===== src/rtl/sys_arr_row_db.sv =====
// sys_arr_row_db: one row of a weight-stationary systolic MAC array.
// Activations enter PE0 and shift right one PE per cycle. Weights and partial
// sums flow top to bottom. Each PE has a shadow weight register that loads in
// the background and an active weight register that swaps in when the swap
// marker travelling with the data reaches that PE. Because the marker moves in
// lockstep with the samples, no sample is computed with a mix of old and new
// weights.
//
// Ports
//   clk          clock, all state updates on the rising edge
//   reset        synchronous active-high reset, clears every register
//   active       datain valid for PE0
//   wswap        swap marker for PE0, travels right with the data
//   datain       activation into PE0
//   win          weights from the row above, slice i feeds PE i
//   wwrite       per-PE shadow-weight write strobe
//   sumin        partial sums from the row above, slice i feeds PE i
//   signed_mode  1 = two's-complement data, weights and sums
//   sat_mode     1 = saturate on overflow, 0 = wrap
//   maccout      registered partial sums to the row below
//   activeout    per-PE registered valid for maccout
//   wout         registered win passthrough to the row below
//   wwriteout    registered wwrite passthrough
//   dataout      data leaving PE COLS-1
//   swapout      swap marker leaving PE COLS-1
module sys_arr_row_db #(
    parameter int unsigned COLS   = 4,
    parameter int unsigned DATA_W = 8,
    parameter int unsigned ACC_W  = 16
) (
    input  logic                    clk,
    input  logic                    reset,
    input  logic                    active,
    input  logic                    wswap,
    input  logic [DATA_W-1:0]       datain,
    input  logic [COLS*DATA_W-1:0]  win,
    input  logic [COLS-1:0]         wwrite,
    input  logic [COLS*ACC_W-1:0]   sumin,
    input  logic                    signed_mode,
    input  logic                    sat_mode,
    output logic [COLS*ACC_W-1:0]   maccout,
    output logic [COLS-1:0]         activeout,
    output logic [COLS*DATA_W-1:0]  wout,
    output logic [COLS-1:0]         wwriteout,
    output logic [DATA_W-1:0]       dataout,
    output logic                    swapout
);

    // Product width and the extended adder width (one guard bit for overflow)
    localparam int unsigned PW = 2 * DATA_W;
    localparam int unsigned EW = ACC_W + 1;

    // Per-PE pipeline and weight state
    logic [DATA_W-1:0] r_data [COLS];
    logic [DATA_W-1:0] r_wsh  [COLS];
    logic [DATA_W-1:0] r_wact [COLS];
    logic [DATA_W-1:0] r_wout [COLS];
    logic [ACC_W-1:0]  r_macc [COLS];
    logic [COLS-1:0]   r_act;
    logic [COLS-1:0]   r_swp;
    logic [COLS-1:0]   r_wwo;

    // Per-PE inputs after the left-to-right chaining
    logic [COLS-1:0]   w_a_in;
    logic [COLS-1:0]   w_s_in;
    logic [DATA_W-1:0] w_d_in  [COLS];
    logic [DATA_W-1:0] w_win   [COLS];
    logic [DATA_W-1:0] w_weff  [COLS];
    logic [ACC_W-1:0]  w_sumin [COLS];
    logic [ACC_W-1:0]  w_mac   [COLS];

    // Multiply-accumulate with sign/zero extension and optional saturation.
    // The product is formed at 2*DATA_W bits (the low bits of the extended
    // product are exact for both signednesses), then widened by one guard bit
    // beyond ACC_W so both signed and unsigned overflow are visible.
    function automatic logic [ACC_W-1:0] mac_f(
        input logic [DATA_W-1:0] d,
        input logic [DATA_W-1:0] w,
        input logic [ACC_W-1:0]  s,
        input logic              sgn,
        input logic              sat
    );
        logic [PW-1:0]    d_x;
        logic [PW-1:0]    w_x;
        logic [PW-1:0]    prod;
        logic [EW-1:0]    prod_x;
        logic [EW-1:0]    s_x;
        logic [EW-1:0]    sum;
        logic [ACC_W-1:0] res;
        d_x    = sgn ? {{DATA_W{d[DATA_W-1]}}, d} : {{DATA_W{1'b0}}, d};
        w_x    = sgn ? {{DATA_W{w[DATA_W-1]}}, w} : {{DATA_W{1'b0}}, w};
        prod   = d_x * w_x;
        prod_x = sgn ? {{(EW-PW){prod[PW-1]}}, prod} : {{(EW-PW){1'b0}}, prod};
        s_x    = sgn ? {s[ACC_W-1], s} : {1'b0, s};
        sum    = prod_x + s_x;
        res    = sum[ACC_W-1:0];
        if (sat) begin
            if (sgn) begin
                // Guard bit disagreeing with the ACC_W sign bit means overflow;
                // the guard bit carries the true sign.
                if (sum[EW-1] != sum[EW-2]) begin
                    res = sum[EW-1] ? {1'b1, {(ACC_W-1){1'b0}}}
                                    : {1'b0, {(ACC_W-1){1'b1}}};
                end
            end else if (sum[EW-1]) begin
                res = {ACC_W{1'b1}};
            end
        end
        return res;
    endfunction

    // Chain the PEs and compute each PE's next partial sum
    for (genvar g = 0; g < COLS; g++) begin : g_pe
        if (g == 0) begin : g_head
            assign w_a_in[g] = active;
            assign w_s_in[g] = wswap;
            assign w_d_in[g] = datain;
        end else begin : g_link
            assign w_a_in[g] = r_act[g-1];
            assign w_s_in[g] = r_swp[g-1];
            assign w_d_in[g] = r_data[g-1];
        end

        assign w_win[g]   = win[g*DATA_W +: DATA_W];
        assign w_sumin[g] = sumin[g*ACC_W +: ACC_W];

        // A swap arriving this cycle already uses the shadow value for this
        // sample; the shadow is read before any coincident write lands.
        assign w_weff[g] = w_s_in[g] ? r_wsh[g] : r_wact[g];

        assign w_mac[g] = mac_f(w_d_in[g], w_weff[g], w_sumin[g],
                                signed_mode, sat_mode);

        assign maccout[g*ACC_W +: ACC_W]  = r_macc[g];
        assign wout[g*DATA_W +: DATA_W]   = r_wout[g];
    end

    // Pipeline, weight buffers and accumulators
    always_ff @(posedge clk) begin
        if (reset) begin
            r_act <= '0;
            r_swp <= '0;
            r_wwo <= '0;
            for (int i = 0; i < COLS; i++) begin
                r_data[i] <= '0;
                r_wsh[i]  <= '0;
                r_wact[i] <= '0;
                r_wout[i] <= '0;
                r_macc[i] <= '0;
            end
        end else begin
            r_act <= w_a_in;
            r_swp <= w_s_in;
            r_wwo <= wwrite;
            for (int i = 0; i < COLS; i++) begin
                r_data[i] <= w_d_in[i];
                r_wout[i] <= w_win[i];
                if (wwrite[i]) begin
                    r_wsh[i] <= w_win[i];
                end
                if (w_s_in[i]) begin
                    r_wact[i] <= r_wsh[i];
                end
                if (w_a_in[i]) begin
                    r_macc[i] <= w_mac[i];
                end
            end
        end
    end

    assign activeout = r_act;
    assign wwriteout = r_wwo;
    assign dataout   = r_data[COLS-1];
    assign swapout   = r_swp[COLS-1];

endmodule


===== config.mk =====
export PLATFORM = sky130hd
export DESIGN_NAME = sys_arr_row_db
export DESIGN_NICKNAME = d
export VERILOG_FILES = /design/src/rtl/sys_arr_row_db.sv
export SDC_FILE = /design/constraint.sdc
export NUM_CORES = 1
export LEC_CHECK = 0
export CAP_MARGIN = 5
export CORE_ASPECT_RATIO = 1.5
export CORE_MARGIN = 2
export CORE_UTILIZATION = 59
export DETAILED_ROUTE_END_ITERATION = 12
export GPL_ROUTABILITY_DRIVEN = 0
export GPL_TIMING_DRIVEN = 0
export MAX_ROUTING_LAYER = met4
export PLACE_DENSITY = 0.82
export SLEW_MARGIN = 20
export SYNTH_ARGS = -nofsm -noshare
export SYNTH_HDL_FRONTEND = slang
export SYNTH_SLANG_ARGS = --single-unit

===== constraint.sdc =====
create_clock -name clk -period 28.2 [get_ports clk]
set_input_delay 7.05 -clock clk [delete_from_list [all_inputs] [get_ports clk]]
set_output_delay 7.05 -clock clk [all_outputs]
set_load 0.03 [all_outputs]

==> flow_metrics.tcl <==
set metrics [dict create \
    ff2ff_setup_slack_ns 18.88 \
    vias 17945 \
    fin_crit_ns 16.23 \
    track_usage 0.2789 \
    fin_crit_sh 0.5755 \
    post_dp_cell_area_mm2 0.02762 \
    ys_ff_latch 204 \
    fin_area_mm2 0.02834 \
    cp_slowest_cell "clkdlybuf4s50_1" \
    cap_violations 0 \
    first_pass_iters 5 \
    avgSynthCellArea_um2 9.929 \
    rsz0062_at_grt "no" \
    ys_async_sr_fraction 0 \
    io_pins 227 \
    clk_path_buf_depth 3 \
    hold_viol_final 0 \
    clock-root-buffer "clkbuf_16" \
    synth_edf_count 128 \
    avgViaCountPerCell 5.418 \
    dieArea_mm2 0.04352 \
    setup_viol 0 \
    initialDrtViolationCount 876 \
    synth_cell_type_count 78 \
    synth-main-ff-cell "edfxtp_1" \
    synthCells 2486 \
    area.growth.synth_to_final_pct 14.83 \
    nNetsFinal 3429 \
    synth.area.top_cells "fa_1 (25%), edfxtp_1 (16%), ha_1 (14%), inv_1 (7.8%), dfxtp_1 (6.2%)" \
    drive_above_1_share 0.03779 \
    ir_drop_uv 76.37 \
    wl_per_cell_um 17.37 \
    fin_ws_ns 11.97 \
    cts_tree "yes" \
    crit_arrival_ns 16.50 \
    tns_ns 0 \
    yosysTopAreaCell "fa_1" \
    h-tree-depth 1 \
    required_ns 28.48 \
    crit_path_start "signed_mode" \
    place_hpwl_um 47340 \
    start_util 0.5989 \
    fmax_mhz 61.62 \
    synth_top_area_share 0.2530 \
    ant_nets 0 \
    grt_antenna_before_repair 2 \
    cpMostUsedCell "fa_1" \
    clk_pin_slew_worst_paths_ns 0.06 \
    multiInputGateArea_mm2 0.01719 \
    core_mm2 0.04122 \
    cts_num_sinks 204 \
    regToRegStartpoint "r_swp[1]$_SDFF_PP0_" \
    p_leak_uw 0.01370 \
    yosys-top-cells-count "inv_1 (510), fa_1 (312), ha_1 (268)" \
    fin_skew_ns 0.02479 \
    p_per_area_mw_per_mm2 54.12 \
    cts_buffers 23 \
    max_slew_margin 0.2191 \
    post-cts-setup-buffers 0 \
    synth.most_common_cell "inv_1" \
    endpoint_kind "flop" \
    clkLatencyLatePin_ns 0.55 \
    wirelength_um 57520 \
    worst_path_largest_cell_delay_ns 0.84 \
    grt_pass1_wl_um 92780 \
    drcViolationCount 0 \
    status "finished clean" \
    critPathKind "in2reg" \
    mappedNetlistNets 3180 \
    fp-row-count 91 \
    crit_fanout 10 \
    startpoint_type "input pin" \
    cts_hold_buf 0 \
    cts_resized 0 \
    grt-ovfl-total 0 \
    die_w_um 171.0 \
    min-delay-start "activeout[0]$_SDFF_PP0_" \
    pre_cts_ws_ns 11.53 \
    die_y_um 254.5 \
    maxSlewViolCount 0 \
    fill_cells 3129 \
    whs_ns 0.5487 \
    syn-cell-area_mm2 0.02468 \
    min_path_type "reg2reg" \
    grt_pass1_vias 19242 \
    area.sequential_mm2 0.005365 \
    worstMarginPinSlew_ns 1.167 \
    synth_sequential_area_ratio 0.2174 \
    finish.utilization 0.6877 \
    grt_max_degree 17 \
    ys_warn_count 0 \
    numPortBuffers 224 \
]
[final timing paths]
| check | endpoint | cells past startpoint |
|---|---|---|
| hold reg to reg | activeout[1]$_SDFF_PP0_ | 2 |
| hold / removal | activeout[1]$_SDFF_PP0_ | 2 |
| setup / recovery | r_macc[2][11]$_SDFFCE_PN0P_ | 29 |
| setup reg to reg | r_macc[2][11]$_SDFFCE_PN0P_ | 28 |
[sequential cells by signal, indices dropped and copies added, names as in the netlist]
register and count:
r_data 32, r_wact 32, r_macc 64, r_wsh 32
wwriteout 4, activeout 4, r_swp 4, r_wout 32
[cells in the final DEF (no fill, tap or decap), drive strengths merged, types with 46 or more instances in the layout]
master	synthesis	layout
o21ai	67	67
nand2	80	80
xor2	46	46
and2	157	157
inv	510	513
a21oi	73	73
nor2	85	85
xnor2	129	129
ha	268	268
edfxtp	128	128
nor2b	197	197
fa	312	312
clkdlybuf4s50	0	224
dfxtp	76	76
a21o	54	54
clkbuf	30	60
[report_power, final]
group	total, uW	internal (uW)	switching [uW]
sequential	369	355	13.9
combinational	873	370	502
clock	293	160	132
[area by class of cell]
type | instances | area share
Timing Repair Buffer | 224 | 0.07910
Sequential cell | 204 | 0.1893
Tap cell | 558 | 0.02463
Inverter | 512 | 0.06780
Multi-Input combinational cell | 1725 | 0.6064
Buffer | 45 | 0.007328
Clock buffer | 30 | 0.02234
Clock inverter | 12 | 0.002913
Antenna cell | 2 | 0.0001766
[routing by layer]
metal	up-vias	GRT usage	part of all wire	routed length, um
met5	-	-	0	0
met4	0	0.1160	0.044	2507
met3	142	0.03228	0.056	3200
met2	590	0.5130	0.54	30890
met1	8863	0.3026	0.36	20930
li1	8350	-	-	-
[kinds of logic (layout without fill, tap and decap cells)]
family | after synthesis | count (layout) | synth area share
flip-flops | 204 | 204 | 0.2174
AND/OR/NAND/NOR | 643 | 643 | 0.1466
buffers and inverters | 557 | 823 | 0.08627
AO/OA/AOI/OAI | 287 | 287 | 0.07695
multiplexers | 36 | 36 | 0.01693
adder cells (fa/ha/maj) | 580 | 580 | 0.3889
other | 0 | 2 | 0
XOR/XNOR | 179 | 179 | 0.06701
[stage by stage]
step	total power, uW	std cells
final	1534	3312
after global routing	1633	3312
after CTS	1534	3310
after detailed placement	1235	3268
after global placement	1201	3268
after floorplan	1005	2486
[critical path, delay by kind of cell]
family / cells / cell delay, ns
compound gates: 6 / 1.61
xor+xnor: 1 / 0.19
fa+ha+maj: 8 / 3.73
buf+inv: 9 / 2.66
simple gates: 5 / 1.23
Note: power is estimated with default switching activity, not from simulation.
